<file path="config.mk">
export PLATFORM = sky130hd
export DESIGN_NAME = dc_buffer_reader
export DESIGN_NICKNAME = d
export VERILOG_FILES = /design/src/rtl/dc_buffer_reader.sv
export SDC_FILE = /design/constraint.sdc
export NUM_CORES = 1
export LEC_CHECK = 0
export ABC_AREA = 0
export BUFFER_PORTS_ARGS = -buffer_cell sky130_fd_sc_hd__buf_2
export CORE_MARGIN = 4
export CORE_UTILIZATION = 43
export CTS_CLUSTER_DIAMETER = 50
export DETAILED_ROUTE_END_ITERATION = 16
export PLACE_DENSITY = 0.74
export SLEW_MARGIN = 20
export SYNTH_ARGS = -nofsm -noshare
export SYNTH_HDL_FRONTEND = slang
export SYNTH_SLANG_ARGS = --single-unit
</file>
<file path="constraint.sdc">
create_clock -name clk -period 1.53 [get_ports clk]
set_input_delay 0.153 -clock clk [delete_from_list [all_inputs] [get_ports clk]]
set_output_delay 0.153 -clock clk [all_outputs]
set_load 0.05 [all_outputs]
</file>
<file path="src/rtl/dc_buffer_reader.sv">
// dc_buffer_reader: read side of a toggle-token dual-clock slot buffer.
// Synchronizes writer tokens and streams slots out through a valid/ready register.
module dc_buffer_reader #(
    parameter int DATA_WIDTH   = 32,
    parameter int BUFFER_DEPTH = 8
) (
    input  logic                    clk,
    input  logic                    rstn,
    input  logic [BUFFER_DEPTH-1:0] write_token,
    output logic [BUFFER_DEPTH-1:0] read_token,
    output logic [BUFFER_DEPTH-1:0] read_pointer,
    input  logic [DATA_WIDTH-1:0]   read_data,
    output logic [DATA_WIDTH-1:0]   data_out,
    output logic                    data_valid,
    input  logic                    data_ready
);

    logic [BUFFER_DEPTH-1:0] sync1;
    logic [BUFFER_DEPTH-1:0] sync2;
    logic [BUFFER_DEPTH-1:0] full;
    logic                    avail;
    logic                    free;
    logic                    pop;

    always_ff @(posedge clk or negedge rstn) begin
        if (!rstn) begin
            sync1 <= '0;
            sync2 <= '0;
        end else begin
            sync1 <= write_token;
            sync2 <= sync1;
        end
    end

    // A slot holds data while its two tokens disagree.
    assign full  = sync2 ^ read_token;
    assign avail = |(full & read_pointer);
    assign free  = !data_valid || data_ready;
    assign pop   = avail && free;

    always_ff @(posedge clk or negedge rstn) begin
        if (!rstn) begin
            read_pointer <= {{(BUFFER_DEPTH-1){1'b0}}, 1'b1};
            read_token   <= '0;
            data_out     <= '0;
            data_valid   <= 1'b0;
        end else if (pop) begin
            data_out     <= read_data;
            data_valid   <= 1'b1;
            read_token   <= read_token ^ read_pointer;
            read_pointer <= {read_pointer[BUFFER_DEPTH-2:0],
                             read_pointer[BUFFER_DEPTH-1]};
        end else if (free) begin
            data_valid   <= 1'b0;
        end
    end

endmodule

</file>
Word level (Yosys, flattened, before mapping)
Index checks and enable logic that the tools add are counted.
{"block": "totals", "ff_bits": 65, "in_bits": 43, "word_cells": 16, "out_inout_bits": 49}
{"block": "op_classes", "bitwise_logic": 3, "muxes": 2, "n_reduce_logical": 5}
{"operator": "8-bit bitwise XOR", "n": 2}
{"operator": "8-bit bitwise AND", "n": 1}
{"operator": "8-bit OR reduction", "n": 1}
{"operator": "1-bit two-way mux", "n": 2}
{"operator": "2-bit nonzero test", "n": 1}
{"operator": "1-bit logical AND", "n": 1}
{"operator": "1-bit zero test", "n": 1}
{"operator": "1-bit logical OR", "n": 1}

Longest topological paths before layout
Gate-level depths: netlist (run 1).
{"block": "depth", "ltp_word": 5, "ltp_mapped": 7, "mapped_depth_nobuf": 5}

Worst setup path after synthesis (run 1)
Ideal clock, no wire load.
{"block": "synth_path", "kind": "register to register", "startpoint": "reg read_token[2]", "endpoint": "reg data_out[17]", "stages_incl_launch_ff": 7, "setup_time_ns": 0.125, "period_less_slack_ns": 1.973, "arrival_time_ns": 1.848, "slack_ns": -0.443, "cell_sequence": "dfrtp_1 -> xor2_1 -> a22oi_2 -> a41oi_2 -> buf_6 -> buf_8 -> mux2_4"}
{"block": "synth_via", "elab_chain_cells": 4}
{"item": "from (decl)", "line": "10", "source": "output logic [BUFFER_DEPTH-1:0] read_token,"}
{"item": "from (signal assigned)", "line": "50", "source": "read_token <= read_token ^ read_pointer;"}
{"item": "8-bit bitwise XOR", "line": "36", "source": "assign full = sync2 ^ read_token;"}
{"item": "8-bit bitwise AND", "line": "37", "source": "assign avail = |(full & read_pointer);"}
{"item": "8-bit OR reduction", "line": "37"}
{"item": "1-bit logical AND", "line": "39", "source": "assign pop = avail && free;"}
{"item": "to (signal assigned)", "line": "48", "source": "data_out <= read_data;"}
{"item": "to (decl)", "line": "13", "source": "output logic [DATA_WIDTH-1:0] data_out,"}
No other way between the ends.
A chain may end at the register's enable or synchronous reset.

Worst setup path after layout (run 1)
{"block": "layout_path", "startpoint": "reg read_token[6]", "endpoint": "reg data_out[21]"}
The elaborated chain is that of the path after synthesis.

==> results.py, run 1 <==
metrics = {
    "outcome": {
        "outcome": "finished, violations left",
        "violations": "negative setup slack",
    },
    "critical_path": {
        "max_stage_delay_ps": 420,
        "path_cells": "xor2_1, a22oi_2, a41oi_4, buf_12, clkbuf_16, mux2_4",
        "rr_startpoint": "read_token[6]",
        "crit_path_start": "read_token[6]",
        "critPathSlowestCell": "dfrtp_2",
        "path_buf_inv": 2,
        "path_max_fanout": 8,
        "critical-path-top-delay-family": "compound AO/OA/AOI/OAI gates",
        "start_kind": "register",
        "endpoint_kind": "register",
        "crit_arrival_ps": 2010,
        "required_ps": 1750,
        "critPathKind": "register to register",
    },
    "yosys": {
        "yosys_warnings": 0,
        "synth-compound-area-share_pct": 4.40,
        "synth-seq-area-share_pct": 67.4,
        "yosysUniqueCellTypes": 18,
        "syn-cell-area_um2": 2420,
        "synth_fp_nets": 193,
        "synth_area_per_cell_um2": 16.1,
        "synth_xor_area_share_pct": 5.80,
        "synthAdderAreaFrac_pct": 0,
        "synth_top_family_by_area": "multiplexers",
        "synth-simple-area-share_pct": 2.02,
        "syn_inst": 150,
        "synth-seq-cells": 65,
        "synth_mux_area_share_pct": 17.1,
    },
    "routing": {
        "vias": 1624,
        "vias_per_cell": 4.50,
        "drt_first_pass_iters": 4,
        "drtIter0Drc": 52,
        "totalWireLength_um": 5250,
        "drc": 0,
        "postRouteAntennaNets": 0,
        "wl_per_cell_um": 14.5,
    },
    "final_layout": {
        "drive_above_1_share_pct": 69.2,
        "area_growth_pct": 52.8,
        "nets": 327,
        "diodes": 0,
        "final_cells": 361,
    },
    "timing": {
        "skew_ps": 9.78,
        "fin_crit_sh_pct": 117,
        "period_needed_ps": 1790,
        "slew_viol_final": 0,
        "worst_slack_ps": -256,
        "finalSetupTns_ps": -9250,
        "max_clock_freq_ghz": 0.560,
        "rsz0062_at_grt": "true",
        "hold_violations": 0,
        "setup_viol": 48,
        "slew_headroom_pct": 77.9,
        "tightest_slew_ps": 332,
    },
    "clock_network": {
        "clk_pin_slew_ps": 70,
        "htreeDepth": 3,
        "clockBufferDepth": 2,
        "insertion_delay_ps": 340,
        "root_buffer": "clkbuf_8",
        "cts_buffers": 9,
        "cts.sinks": 65,
        "cts_tree": "yes",
    },
    "die": {
        "coreArea_um2": 5470,
        "die_w_um": 83.0,
        "die_area_um2": 6880,
        "start_util_pct": 44.1,
        "ios": 92,
        "die_h_um": 83.0,
        "std_cell_rows": 27,
    },
    "placed_design": {
        "dp.cells": 328,
        "gp_congestion": 0.782,
        "dp_hpwl_um": 3460,
        "port_buffers": 91,
    },
    "global_route": {
        "grt_pass1_vias": 1761,
        "grt_pass1_wl_um": 8440,
        "grt_util_all_layers_pct": 15.6,
        "grt_overflow": 0,
        "antenna_found_initial": 0,
        "grt_max_degree": 66,
    },
    "power": {
        "p_per_area_nw_per_um2": 1060,
        "p_leak_uw": 0.00191,
        "vdd_drop_max_v": 0.000909,
    },
    "hold_path": {
        "holdCritPathClass": "input pin to register",
        "min_from": "read_data[0]",
    },
    "run": {
        "max_cap_violations": 0,
    },
}
-- report_power, final --
| group | internal (µW) | switching (µW) |
|---|---|---|
| registers | 1780 | 30.8 |
| clock network | 1120 | 619 |
| logic | 137 | 239 |
-- flip-flops by register name, summed over array words and instances, names as in the netlist --
| register | flops |
|---|---|
| sync2 | 8 |
| read_token | 8 |
| data_out | 32 |
| read_pointer | 8 |
| data_valid | 1 |
| sync1 | 8 |
-- through the flow --
step           total power [µW]  utilization (%)  setup WS, ps  hold WS [ps]  area (µm²)
4_1_cts                    3980             65.0          -201          20.8        3560
3_5_place_dp               2200             57.2          -198           182        3130
2_1_floorplan              2050                -          -290          -143        2430
5_1_grt                    4080             67.5          -294          26.8        3690
3_3_place_gp               2190             57.2          -178           190        3130
6_report                   3930             67.5          -256          45.5        3690
-- placed cells by master (no fill, tap or decap), types with 5 or more instances in the layout --
cell type and n:
mux2_4 18, xor2_1 5, dfrtp_1 55, nand2_4 5
mux2_2 14, inv_1 8, dlygate4sd3_1 9, buf_2 91
dfrtp_2 9, buf_4 19, clkbuf_8 10
-- metal layers --
layer,GRT usage [%],wire length (µm),up-vias
met3,6.85,391,8
met5,0,0,-
met4,6.69,82,0
met1,20.3,2410,779
met2,22.6,2360,70
li1,-,-,767
-- worst register-to-register path: stages (launching register included) --
cell	delay, ps
dfrtp_2	420
xor2_1	150
a22oi_2	280
a41oi_4	180
buf_12	180
clkbuf_16	170
mux2_4	300
-- area by class of cell --
cell class | instances | area (µm²)
multi-input cells | 72 | 845
fillers | 413 | 1780
inverters | 8 | 30.0
flip-flops and latches | 65 | 1640
clock inverters | 6 | 105
well taps | 72 | 90.1
clock buffers | 10 | 138
repair buffers | 128 | 846
-- repair_timing --
action | 4_1_cts | 5_1_grt
endpoints found under the hold margin | 72 | 0
gates resized for setup | 10 | 25
gates cloned | 1 | 1
hold buffers | 9 | 0
pin swaps | 1 | 7
setup endpoints to repair | 46 | 49
buffers inserted | 4 | 3
-- cells in the mapped netlist --
master   instances  share of area, %
mux2_2          18               8.4
nand2_1          8               1.2
xor2_1           8               2.9
dfrtp_1         64                66
nand4_1          1              0.26
or2_2            1              0.26
buf_4            1              0.31
dfstp_2          1               1.1
nor2b_1          1              0.26
buf_2            1              0.21
a41oi_2          1              0.67
mux2_4          14               8.7
a22oi_2          4               2.1
xnor2_1          8               2.9
buf_6            2              0.93
o21ai_0          8               1.7
buf_8            1              0.62
inv_1            8               1.2
-- worst paths after layout --
path                                         to  slack (ps)  cells after the start
worst max-delay path               data_out[21]        -260                      6
worst min-delay path                data_out[0]          50                      2
worst max register to register     data_out[21]        -260                      6
worst min register to register         sync2[6]         350                      0
max in group asynchronous       read_pointer[0]         850                      3
min in group asynchronous              sync1[7]         370                      3
-- logic make-up (layout without fill, tap and decap cells) --
family	Yosys count	in the layout
xor gates and xnor gates	16	16
and+or+nand+nor	11	11
AOI/OAI and AO/OA	13	13
DFF	65	65
muxes	32	32
buffers and inverters	13	152
Power figures use the tool's default switching activity.
==> run 2, diff against run 1 <==
--- a/config.mk
+++ b/config.mk
@@ -16,3 +16,4 @@
 export SYNTH_ARGS = -nofsm -noshare
 export SYNTH_HDL_FRONTEND = slang
 export SYNTH_SLANG_ARGS = --single-unit
+export TNS_END_PERCENT = 5
==> run 2 against run 1 <==
The run still ends with negative setup slack left; worst setup slack better by 13 ps; largest cell class unchanged; critical endpoint is now read_pointer[6]; fmax up 0.76%; first-iteration DRC count up 37%.
==> results.py, run 2 (same netlist as run 1, synthesis figures left out) <==
metrics = {
    "critical_path": {
        "path_max_fanout": 5,
        "r2r_cells": 8,
        "rr_startpoint": "sync2[0]",
        "r2r-end": "read_pointer[6]",
        "start_kind": "register",
        "crit_path_start": "sync2[0]",
        "critPathKind": "register to register",
        "required_ps": 1730,
        "endpoint": "read_pointer[6]",
        "crit_arrival_ps": 1970,
        "endpoint_kind": "register",
        "path_buf_inv": 3,
        "r2r_slack_ps": -240,
        "max_stage_delay_ps": 400,
        "critPathSlowestCell": "dfrtp_1",
        "path_cells": "xor2_2, a22oi_2, a41oi_4, buf_6, buf_4, buf_16, nand2_4, o21ai_0",
        "worst-path-stages": 8,
        "critical-path-top-delay-family": "compound AO/OA/AOI/OAI gates",
    },
    "die": {
        "ios": 92,
        "die_area_um2": 6880,
        "die_h_um": 83.0,
        "die_w_um": 83.0,
        "coreArea_um2": 5470,
        "start_util_pct": 44.1,
        "std_cell_rows": 27,
    },
    "final_layout": {
        "nets": 326,
        "diodes": 0,
        "mostFrequentLayoutCell": "buf_2",
        "final_cell_mix": "buf_2, dfrtp_1, mux2_4",
        "multi_input_area_um2": 865,
        "ff_latch_area_um2": 1640,
        "area_growth_pct": 53.3,
        "fillers": 399,
        "regMostFlops": "data_out",
        "largest_register_ffs": 32,
        "drive_above_1_share_pct": 67.7,
    },
    "hold_path": {
        "holdCritPathClass": "input pin to register",
    },
    "routing": {
        "vias_per_cell": 4.53,
        "drc": 0,
        "drt_first_pass_iters": 4,
        "drtIter0Drc": 71,
        "totalWireLength_um": 5280,
        "vias": 1632,
        "wl_per_cell_um": 14.7,
        "postRouteAntennaNets": 0,
    },
    "timing": {
        "fin_hold_ws_ps": 54.6,
        "tightest_slew_ps": 348,
        "finalSetupTns_ps": -7600,
        "slew_headroom_pct": 76.8,
        "worst_slack_ps": -243,
        "fin_crit_sh_pct": 116,
        "rsz0062_at_grt": "true",
        "skew_ps": 12.5,
        "slew_viol_final": 0,
        "setup_viol": 48,
        "max_clock_freq_ghz": 0.564,
        "period_needed_ps": 1770,
        "hold_violations": 0,
    },
    "global_route": {
        "grt_util_all_layers_pct": 16.4,
        "grt_overflow": 0,
        "grt_pass1_vias": 1839,
        "grt_pass1_wl_um": 8920,
        "antenna_found_initial": 0,
        "grt_max_degree": 52,
    },
    "placed_design": {
        "dp_hpwl_um": 3480,
        "place_ws_ps": -212,
        "gp_congestion": 0.739,
        "port_buffers": 91,
    },
    "power": {
        "p_per_area_nw_per_um2": 1040,
        "vdd_drop_max_v": 0.000764,
        "p_clk_share_pct": 42.6,
        "intPower_uw": 2930,
        "p_leak_uw": 0.00196,
        "sw_frac_of_total_pct": 23.7,
        "combPwrFrac_pct": 10.1,
        "total_power_uw": 3830,
        "p_sw_uw": 907,
        "p_seq_share_pct": 47.3,
    },
    "clock_network": {
        "insertion_delay_ps": 330,
        "root_buffer": "clkbuf_8",
        "clk_pin_slew_ps": 70,
        "cts.sinks": 65,
        "clockBufferDepth": 2,
        "htreeDepth": 3,
        "cts_buffers": 9,
        "cts_tree": "yes",
    },
    "run": {
        "max_cap_violations": 0,
    },
    "outcome": {
        "violations": "negative setup slack",
        "outcome": "finished, violations left",
    },
}
[run 2: worst min-delay path by stage]
| stage | from | end | slack [ps] | cells past startpoint |
|---|---|---|---|---|
| after global routing | read_data[20] | data_out[20] | 30 | 2 |
| after detailed placement | rstn | data_out[30] | 80 | 1 |
| final | read_data[26] | data_out[26] | 50 | 2 |
| after global placement | rstn | data_out[30] | 80 | 1 |
| after CTS | read_data[15] | data_out[15] | 30 | 2 |
| after floorplan | rstn | data_out[0] | -140 | 0 |
[run 2: power by group through the flow]
stage	Combinational [µW]	Sequential [µW]	Clock (µW)
2_1_floorplan	56.3	2000	0
3_3_place_gp	353	1840	0
3_5_place_dp	360	1840	0
4_1_cts	390	1810	1680
5_1_grt	412	1820	1770
6_report	385	1810	1630
[run 2: worst register-to-register path, delay by kind of cell (launching register included)]
kind | cells | cell delay [ps]
AND/OR/NAND/NOR | 1 | 70
AO/OA/AOI/OAI | 3 | 540
flip-flops | 1 | 400
buffers and inverters | 3 | 460
XOR/XNOR | 1 | 180
[run 2: layout make-up]
type                    count  area share [%]
flip-flops and latches     65            44.2
inverters                   8           0.811
well taps                  72            2.43
repair buffers            127            23.0
multi-input cells          72            23.3
clock inverters             5            2.09
clock buffers              11            4.09
[run 2: per-stage QoR]
step / instance area (µm²) / cells / util [%]
after CTS: 3630 / 359 / 66.3
after floorplan: 2430 / 150 / -
after detailed placement: 3120 / 328 / 57.0
final: 3700 / 360 / 67.7
after global placement: 3120 / 328 / 57.0
after global routing: 3700 / 360 / 67.7
[run 2: timing repair]
| item | in CTS | in global routing |
|---|---|---|
| gates resized for setup | 33 | 16 |
| buffers inserted | 4 | 1 |
| hold buffers | 9 | 0 |
| endpoints found under the hold margin | 22 | 0 |
| cloned | 3 | 0 |
| pin swaps | 6 | 5 |
| setup endpoints to repair | 48 | 48 |
[run 2: layer usage]
layer,track usage [%],vias up,part of all wire [%]
met5,0,-,0
met4,4.90,0,0.70
met3,7.04,4,7.4
met2,26.7,69,50
met1,19.9,796,42
li1,-,763,-
